==> src/rtl/sequence_generator_serial_tx.sv <==
// Serial pattern transmitter: sends a PAT_W-bit pattern MSB-first rep_cnt times, with GAP idle cycles between repetitions.
// Optional feature macro SEQ_GEN_PARITY_EN appends one even-parity bit after every repetition.
module sequence_generator_serial_tx #(
  parameter int                PAT_W   = 5,
  parameter logic [PAT_W-1:0]  PATTERN = 5'b11011,
  parameter int                CNT_W   = 4,
  parameter int                GAP     = 0
) (
  input  logic             clk,
  input  logic             reset,
  input  logic             start,
  input  logic             use_ext,
  input  logic [PAT_W-1:0] pat_in,
  input  logic [CNT_W-1:0] rep_cnt,
  output logic             seq_out,
  output logic             seq_valid,
  output logic             busy,
  output logic             done,
  output logic [4:0]       state_out
);

  localparam int BIT_CW = (PAT_W > 1) ? $clog2(PAT_W) : 1;
  localparam int GAP_CW = (GAP > 1) ? $clog2(GAP) : 1;

  typedef enum logic [4:0] {
    ST_IDLE   = 5'b00001,
    ST_SHIFT  = 5'b00010,
    ST_PARITY = 5'b00100,
    ST_GAP    = 5'b01000,
    ST_DONE   = 5'b10000
  } state_t;

  state_t             state_q, state_d;
  logic [PAT_W-1:0]   shift_q, shift_d;
  logic [BIT_CW-1:0]  bit_cnt_q, bit_cnt_d;
  logic [CNT_W-1:0]   rep_q, rep_d;
  logic [GAP_CW-1:0]  gap_cnt_q, gap_cnt_d;
  logic               seq_out_q, seq_out_d;
  logic               seq_valid_q, seq_valid_d;
  logic               busy_q, busy_d;
  logic               done_q, done_d;
  logic               rep_end;

  // Outputs are registered from the current state, so they trail state_out by one cycle.
  always_comb begin
    state_d     = state_q;
    shift_d     = shift_q;
    bit_cnt_d   = bit_cnt_q;
    rep_d       = rep_q;
    gap_cnt_d   = gap_cnt_q;
    seq_out_d   = 1'b0;
    seq_valid_d = 1'b0;
    busy_d      = 1'b0;
    done_d      = 1'b0;
    rep_end     = 1'b0;

    case (state_q)
      ST_IDLE: begin
        if (start && (rep_cnt != '0)) begin
          state_d   = ST_SHIFT;
          shift_d   = use_ext ? pat_in : PATTERN;
          rep_d     = rep_cnt;
          bit_cnt_d = '0;
          gap_cnt_d = '0;
        end
      end
      ST_SHIFT: begin
        seq_out_d   = shift_q[PAT_W-1];
        seq_valid_d = 1'b1;
        busy_d      = 1'b1;
        // Rotate rather than shift so the pattern is intact again for the next repetition.
        shift_d     = {shift_q[PAT_W-2:0], shift_q[PAT_W-1]};
        if (bit_cnt_q == BIT_CW'(PAT_W - 1)) begin
          bit_cnt_d = '0;
`ifdef SEQ_GEN_PARITY_EN
          state_d   = ST_PARITY;
`else
          rep_end   = 1'b1;
`endif
        end else begin
          bit_cnt_d = bit_cnt_q + BIT_CW'(1);
        end
      end
`ifdef SEQ_GEN_PARITY_EN
      ST_PARITY: begin
        seq_out_d   = ^shift_q;
        seq_valid_d = 1'b1;
        busy_d      = 1'b1;
        rep_end     = 1'b1;
      end
`endif
      ST_GAP: begin
        busy_d = 1'b1;
        if (gap_cnt_q == GAP_CW'(GAP - 1)) begin
          gap_cnt_d = '0;
          state_d   = ST_SHIFT;
        end else begin
          gap_cnt_d = gap_cnt_q + GAP_CW'(1);
        end
      end
      ST_DONE: begin
        done_d  = 1'b1;
        state_d = ST_IDLE;
      end
      default: state_d = ST_IDLE;
    endcase

    // End of a repetition: either finish the transfer or start the next pass.
    if (rep_end) begin
      if (rep_q <= CNT_W'(1)) begin
        rep_d   = '0;
        state_d = ST_DONE;
      end else begin
        rep_d   = rep_q - CNT_W'(1);
        state_d = (GAP > 0) ? ST_GAP : ST_SHIFT;
      end
    end
  end

  always_ff @(posedge clk or posedge reset) begin
    if (reset) begin
      state_q     <= ST_IDLE;
      shift_q     <= '0;
      bit_cnt_q   <= '0;
      rep_q       <= '0;
      gap_cnt_q   <= '0;
      seq_out_q   <= 1'b0;
      seq_valid_q <= 1'b0;
      busy_q      <= 1'b0;
      done_q      <= 1'b0;
    end else begin
      state_q     <= state_d;
      shift_q     <= shift_d;
      bit_cnt_q   <= bit_cnt_d;
      rep_q       <= rep_d;
      gap_cnt_q   <= gap_cnt_d;
      seq_out_q   <= seq_out_d;
      seq_valid_q <= seq_valid_d;
      busy_q      <= busy_d;
      done_q      <= done_d;
    end
  end

  assign seq_out   = seq_out_q;
  assign seq_valid = seq_valid_q;
  assign busy      = busy_q;
  assign done      = done_q;
  assign state_out = state_q;

endmodule

==> config.mk <==
export PLATFORM = sky130hd
export DESIGN_NAME = sequence_generator_serial_tx
export DESIGN_NICKNAME = d
export VERILOG_FILES = /design/src/rtl/sequence_generator_serial_tx.sv
export SDC_FILE = /design/constraint.sdc
export NUM_CORES = 1
export LEC_CHECK = 0
export ABC_AREA = 1
export BUFFER_PORTS_ARGS = -buffer_cell sky130_fd_sc_hd__buf_2
export CAP_MARGIN = 10
export CORE_MARGIN = 5
export CORE_UTILIZATION = 35
export DETAILED_ROUTE_END_ITERATION = 6
export HOLD_SLACK_MARGIN = 0.02
export SYNTH_ARGS = -nofsm -noshare
export SYNTH_HDL_FRONTEND = slang
export SYNTH_SLANG_ARGS = --single-unit
==> constraint.sdc <==
create_clock -name clk -period 3.55 [get_ports clk]
set_clock_uncertainty 0.2 [all_clocks]
set_input_delay 0.5325 -clock clk [delete_from_list [all_inputs] [get_ports clk]]
set_output_delay 0.5325 -clock clk [all_outputs]
set_load 0.03 [all_outputs]
Yosys cells after proc, flatten, opt, wreduce, memory -nomap -nowiden

Cells that the tools add are included.
W data, S select, Z words.

Add/sub/neg operators: 3
Reduce and logical (&&, ||, !) cells: 11
Muxes and demuxes: 24
Equality and inequality tests: 9
Magnitude comparators: 1

Operators by type and width:

| cell                  | count |
|---|---|
| $mux W5               | 6 |
| $mux W4               | 4 |
| $pmux W5 S3           | 1 |
| $pmux W5 S2           | 1 |
| $mux W1               | 8 |
| $reduce_bool A2 Y1    | 4 |
| $mux W3               | 2 |
| $ne A3 B3 Y1 const B  | 2 |
| $pmux W3 S2           | 1 |
| $reduce_and A2 Y1     | 3 |
| $eq A5 B1 Y1 const B  | 1 |
| $eq A5 B2 Y1 const B  | 1 |
| $eq A5 B4 Y1 const B  | 1 |
| $eq A5 B5 Y1 const B  | 1 |
| $le A4 B1 Y1 const B  | 1 |
| $ne A2 B2 Y1 const B  | 2 |
| $reduce_bool A4 Y1    | 1 |
| $sub A4 B1 Y4 const B | 1 |
| $add A3 B1 Y3 const B | 1 |
| $eq A3 B3 Y1 const B  | 1 |
| $reduce_and A3 Y1     | 1 |
| $pmux W1 S2           | 1 |
| $reduce_or A2 Y1      | 1 |
| $add A1 B1 Y1 const B | 1 |
| $logic_and A1 B1 Y1   | 1 |

Output and inout port bits: 9
Word-level logic and storage cells: 57
Bits in registers: 22
Bits of input ports: 13

Longest topological paths before layout

Depth in word-level cells: 5
Mapped depth: 10
Depth with buffers taken out: 10

Least setup slack after synthesis

No wires, ideal clock.

Path kind: register to register
From: register state_q[1] (netlist: state_out[1])
To: register shift_q[4]
Clock period less this slack: 1.521 ns
Required time: 3.232 ns
Path slack: 2.029 ns
Arrival: 1.203 ns
Buffers on the path: 1
Stages on the path, launching flop included: 9
Setup time: 0.118 ns
Cells stage by stage: dfrtp_1 > inv_2 > nor2_4 > nand2_4 > buf_6 > o21ai_1 > o21ai_1 > nand2_2 > o21ai_2

Cells in the longest elaborated chain, start to end: 3
Elaborated cells on any way between the ends: 6
Classes of those cells: 3 x eq/ne; 1 x mux; 2 x reduce/logical

Ends and longest elaborated chain:

| element                                                             | RTL line | RTL |
|---|---|---|
| from (decl)                                                         | 33       | `state_t state_q, state_d;` |
| from (signal assigned)                                              | 132      | `state_q <= state_d;` |
| $eq A5 B1 Y1 or $eq A5 B2 Y1 (tied branches)                        | 57       | `case (state_q)` |
| $ne A2 B2 Y1 (no source line) or $reduce_bool A2 Y1 (tied branches) | --       |  |
| $reduce_and A2 Y1 (no source line)                                  | --       |  |
| to (signal assigned)                                                | 133      | `shift_q <= shift_d;` |
| to (decl)                                                           | 34       | `logic [PAT_W-1:0] shift_q, shift_d;` |

Several ways; a longest one is shown, not always the timed one.
A chain may end at the register's enable or synchronous reset.

Worst setup path in the final report

From: register state_q[0] (netlist: state_out[0])
To: output port state_out[0]

RTL lines:

| element   | RTL line | RTL |
|---|---|---|
| to (decl) | 19       | `output logic [4:0] state_out` |

No word-level cell between the ends.

==> out/results.txt <==
Net Sw Power = 78.5 uW
Gr ovfl total = 0
Synth Register Bits = 18
Fin nets = 168
I/O pin cnt = 22
Critical Path Start = state_out[0]$_DFFE_PP1P_
P_int = 255 uW
Simple-Gate Fraction of Synth Area = 0.323
Final setup viols = 0
WP buf/inv = 1
Die area = 4360 um^2
Slowest stage delay, CP = 0.59 ns
Syn Std Cell Area = 1100 um^2
Synth area leader = dfrtp_1
PortBufs = 19
Die H = 66.0 um
DR DRC count = 0
Reg-to-reg endpoint = rep_q[1]$_DFFE_PP0P_
1st-iter DRT viols = 26
Reg2reg start = bit_cnt_q[0]$_DFFE_PP0P_
Vias per inst = 4.46
Max IR drop VDD = 0.000102 V
Max Cap Viol = 0
Initial Util = 0.363
Leakage = 0.664 nW
M2 GR Usage = 0.181
Main combinational cell family by area after synthesis = simple AND/OR/NAND/NOR gates
Vias in the first global route = 866
Diodes inserted = 0
Final Hold Viols = 0
Root Driver = clkbuf_4
Largest net degree at the start of global routing = 19
Syn_area_per_cell = 8.32 um^2
Worst hold path type = primary input to async pin
Later-pin clock latency in the skew report = 0.30 ns
Setup TNS = 0 ns
CTS tree = yes
CP Cell Sequence = buf_2
Yosys Warn Count = 0
CP Max Fanout = 4
Clock power frac = 0.328
Total CTS buffers = 3
Tmin final = 1.81 ns
Cell family with most CP delay = flip-flops
Reg-to-reg slack, setup = 1.79 ns
Layout cells sized above 1 = 0.307
Most frequent cells in the layout = nand2_1, buf_2, dfrtp_1
Slowest CP cell = dfstp_2
# rows = 20
Switching part of the total = 0.235
Hold Buf Count CTS = 0
Die width = 66.0 um
RSZ-0062 raised after global routing = false
Ranking of synthesized cells by area = dfrtp_1, nand2_1, inv_1
Worst slew margin = 0.548
DP Wirelength = 1670 um
Combinational group share of total power = 0.058
Core area = 3030 um^2
Met3 usage = 0.0289
Worst r2r path cells = 10
First-pass GRT wire length = 3680 um
Post-synthesis mux area share = 0
Synth Area in Adders = 0.0456
Power density cells = 275 nW/um^2
Met1 usage = 0.139
Layout area overhead = 10.5%
Setup crit start kind = flip-flop
Sequential power share = 0.614
Sequential cell area fraction in the yosys report = 0.411
Worst-Margin Slew = 0.677 ns
Max-slew violation count = 0
Clock Path Buffers = 2
Data required, critical path = 2.82 ns
GRT Total Usage = 0.109
Cts repair resizes = 0
Worst Path Arrival = 1.08 ns
Drt first pass iters = 4
Outcome = complete, no violations
Drt total wl = 2110 um
Initial antenna violation count = 0
Crit. End Element = output port
Synth Area in Compound Gates = 0.0843
Post-CTS Setup Bufs = 0
Synth Area in XOR/XNOR = 0.00797
Wire per inst = 10.9 um
Final period utilization = 0.511
Post-Syn Instances = 132
Global routing's busiest layer = met2
Clock Sinks = 18
Kind of critical path = flip-flop to output port
Post-Layout Cell Count = 194
Via count = 865
Post-synth cell types = 28
Placed cells = 190
Max Fclk = 552 MHz
CTS HTree Levels = 1
Area share of the largest cell type after synthesis = 0.387
RePlAce Congestion = 0.969
Most common cell after layout, fill and taps aside = nand2_1
Final ANT Viol Nets = 0
CTS clk-pin slew, worst paths = 0.11 ns
[cell type report]
cell class / count / area, um^2
Sequential cell: 18 / 452
Multi-Input combinational cell: 90 / 514
Inverter: 19 / 71.3
Clock buffer: 4 / 26.3
Timing Repair Buffer: 19 / 95.1
Tap cell: 44 / 55.1
Fill cell: 315 / 1810
[state kept, by name, indices dropped and copies added, names as in the netlist]
signal and cells:
bit_cnt_q 3, busy 1, done 1, rep_q 4, seq_out 1, shift_q 5, state_out 3
[synthesized netlist by cell type]
library cell and instances:
a21oi_1 1, a21oi_2 1, buf_12 1, buf_4 3
buf_6 2, clkinv_1 1, conb_1 1, dfrtp_1 17
dfstp_2 1, ha_1 4, inv_1 14, inv_2 4
nand2_1 37, nand2_2 4, nand2_4 2, nand3_1 9
nand3_2 2, nand3b_4 1, nor2_1 8, nor2_2 1
nor2_4 1, nor2_8 1, nor3_1 2, o21ai_0 2
o21ai_1 5, o21ai_2 5, or2_2 1, xor2_1 1
[worst max path at each step]
| stage | to | cells past startpoint |
|---|---|---|
| floorplan | shift_q[4]$_DFFE_PP0P_ | 8 |
| global placement | rep_q[3]$_DFFE_PP0P_ | 10 |
| detailed placement | rep_q[3]$_DFFE_PP0P_ | 10 |
| CTS | state_out[0] | 1 |
| global route | rep_q[0]$_DFFE_PP0P_ | 10 |
| finish | state_out[0] | 1 |
[metal layers]
metal  vias to the layer above  wire length, um  part of all wire
met4                         0               14            0.0066
met5                         -                0                 0
met3                         4               97             0.046
met1                       403             1020              0.48
met2                        17              979              0.46
li1                        441                -                 -
[per-stage QoR]
| stage | utilization | power [mW] | area (um^2) | worst slack, ns | hold slack [ns] |
|---|---|---|---|---|---|
| after global routing | 0.401 | 0.346 | 1210 | 1.62 | 0.200 |
| after CTS | 0.401 | 0.337 | 1210 | 1.72 | 0.156 |
| after global placement | 0.392 | 0.228 | 1190 | 1.87 | 0.262 |
| after detailed placement | 0.392 | 0.229 | 1190 | 1.81 | 0.263 |
| final | 0.401 | 0.334 | 1210 | 1.74 | 0.115 |
| after floorplan | - | 0.221 | 1100 | 2.03 | 0.242 |
[power groups by stage]
stage	Combinational [mW]	Clock, mW	Sequential (mW)
2_1_floorplan	0.0116	0	0.209
6_report	0.0192	0.110	0.205
3_5_place_dp	0.0198	0	0.209
3_3_place_gp	0.0192	0	0.209
5_1_grt	0.0223	0.119	0.205
4_1_cts	0.0199	0.112	0.205
[cells by family after synthesis]
group                    after synthesis
AO/OA/AOI/OAI                         14
XOR/XNOR                               1
adder cells (fa/ha/maj)                4
buffers and inverters                 25
flip-flops                            18
other                                  1
AND/OR/NAND/NOR                       69
No activity file was read; power rests on OpenSTA's default activity.
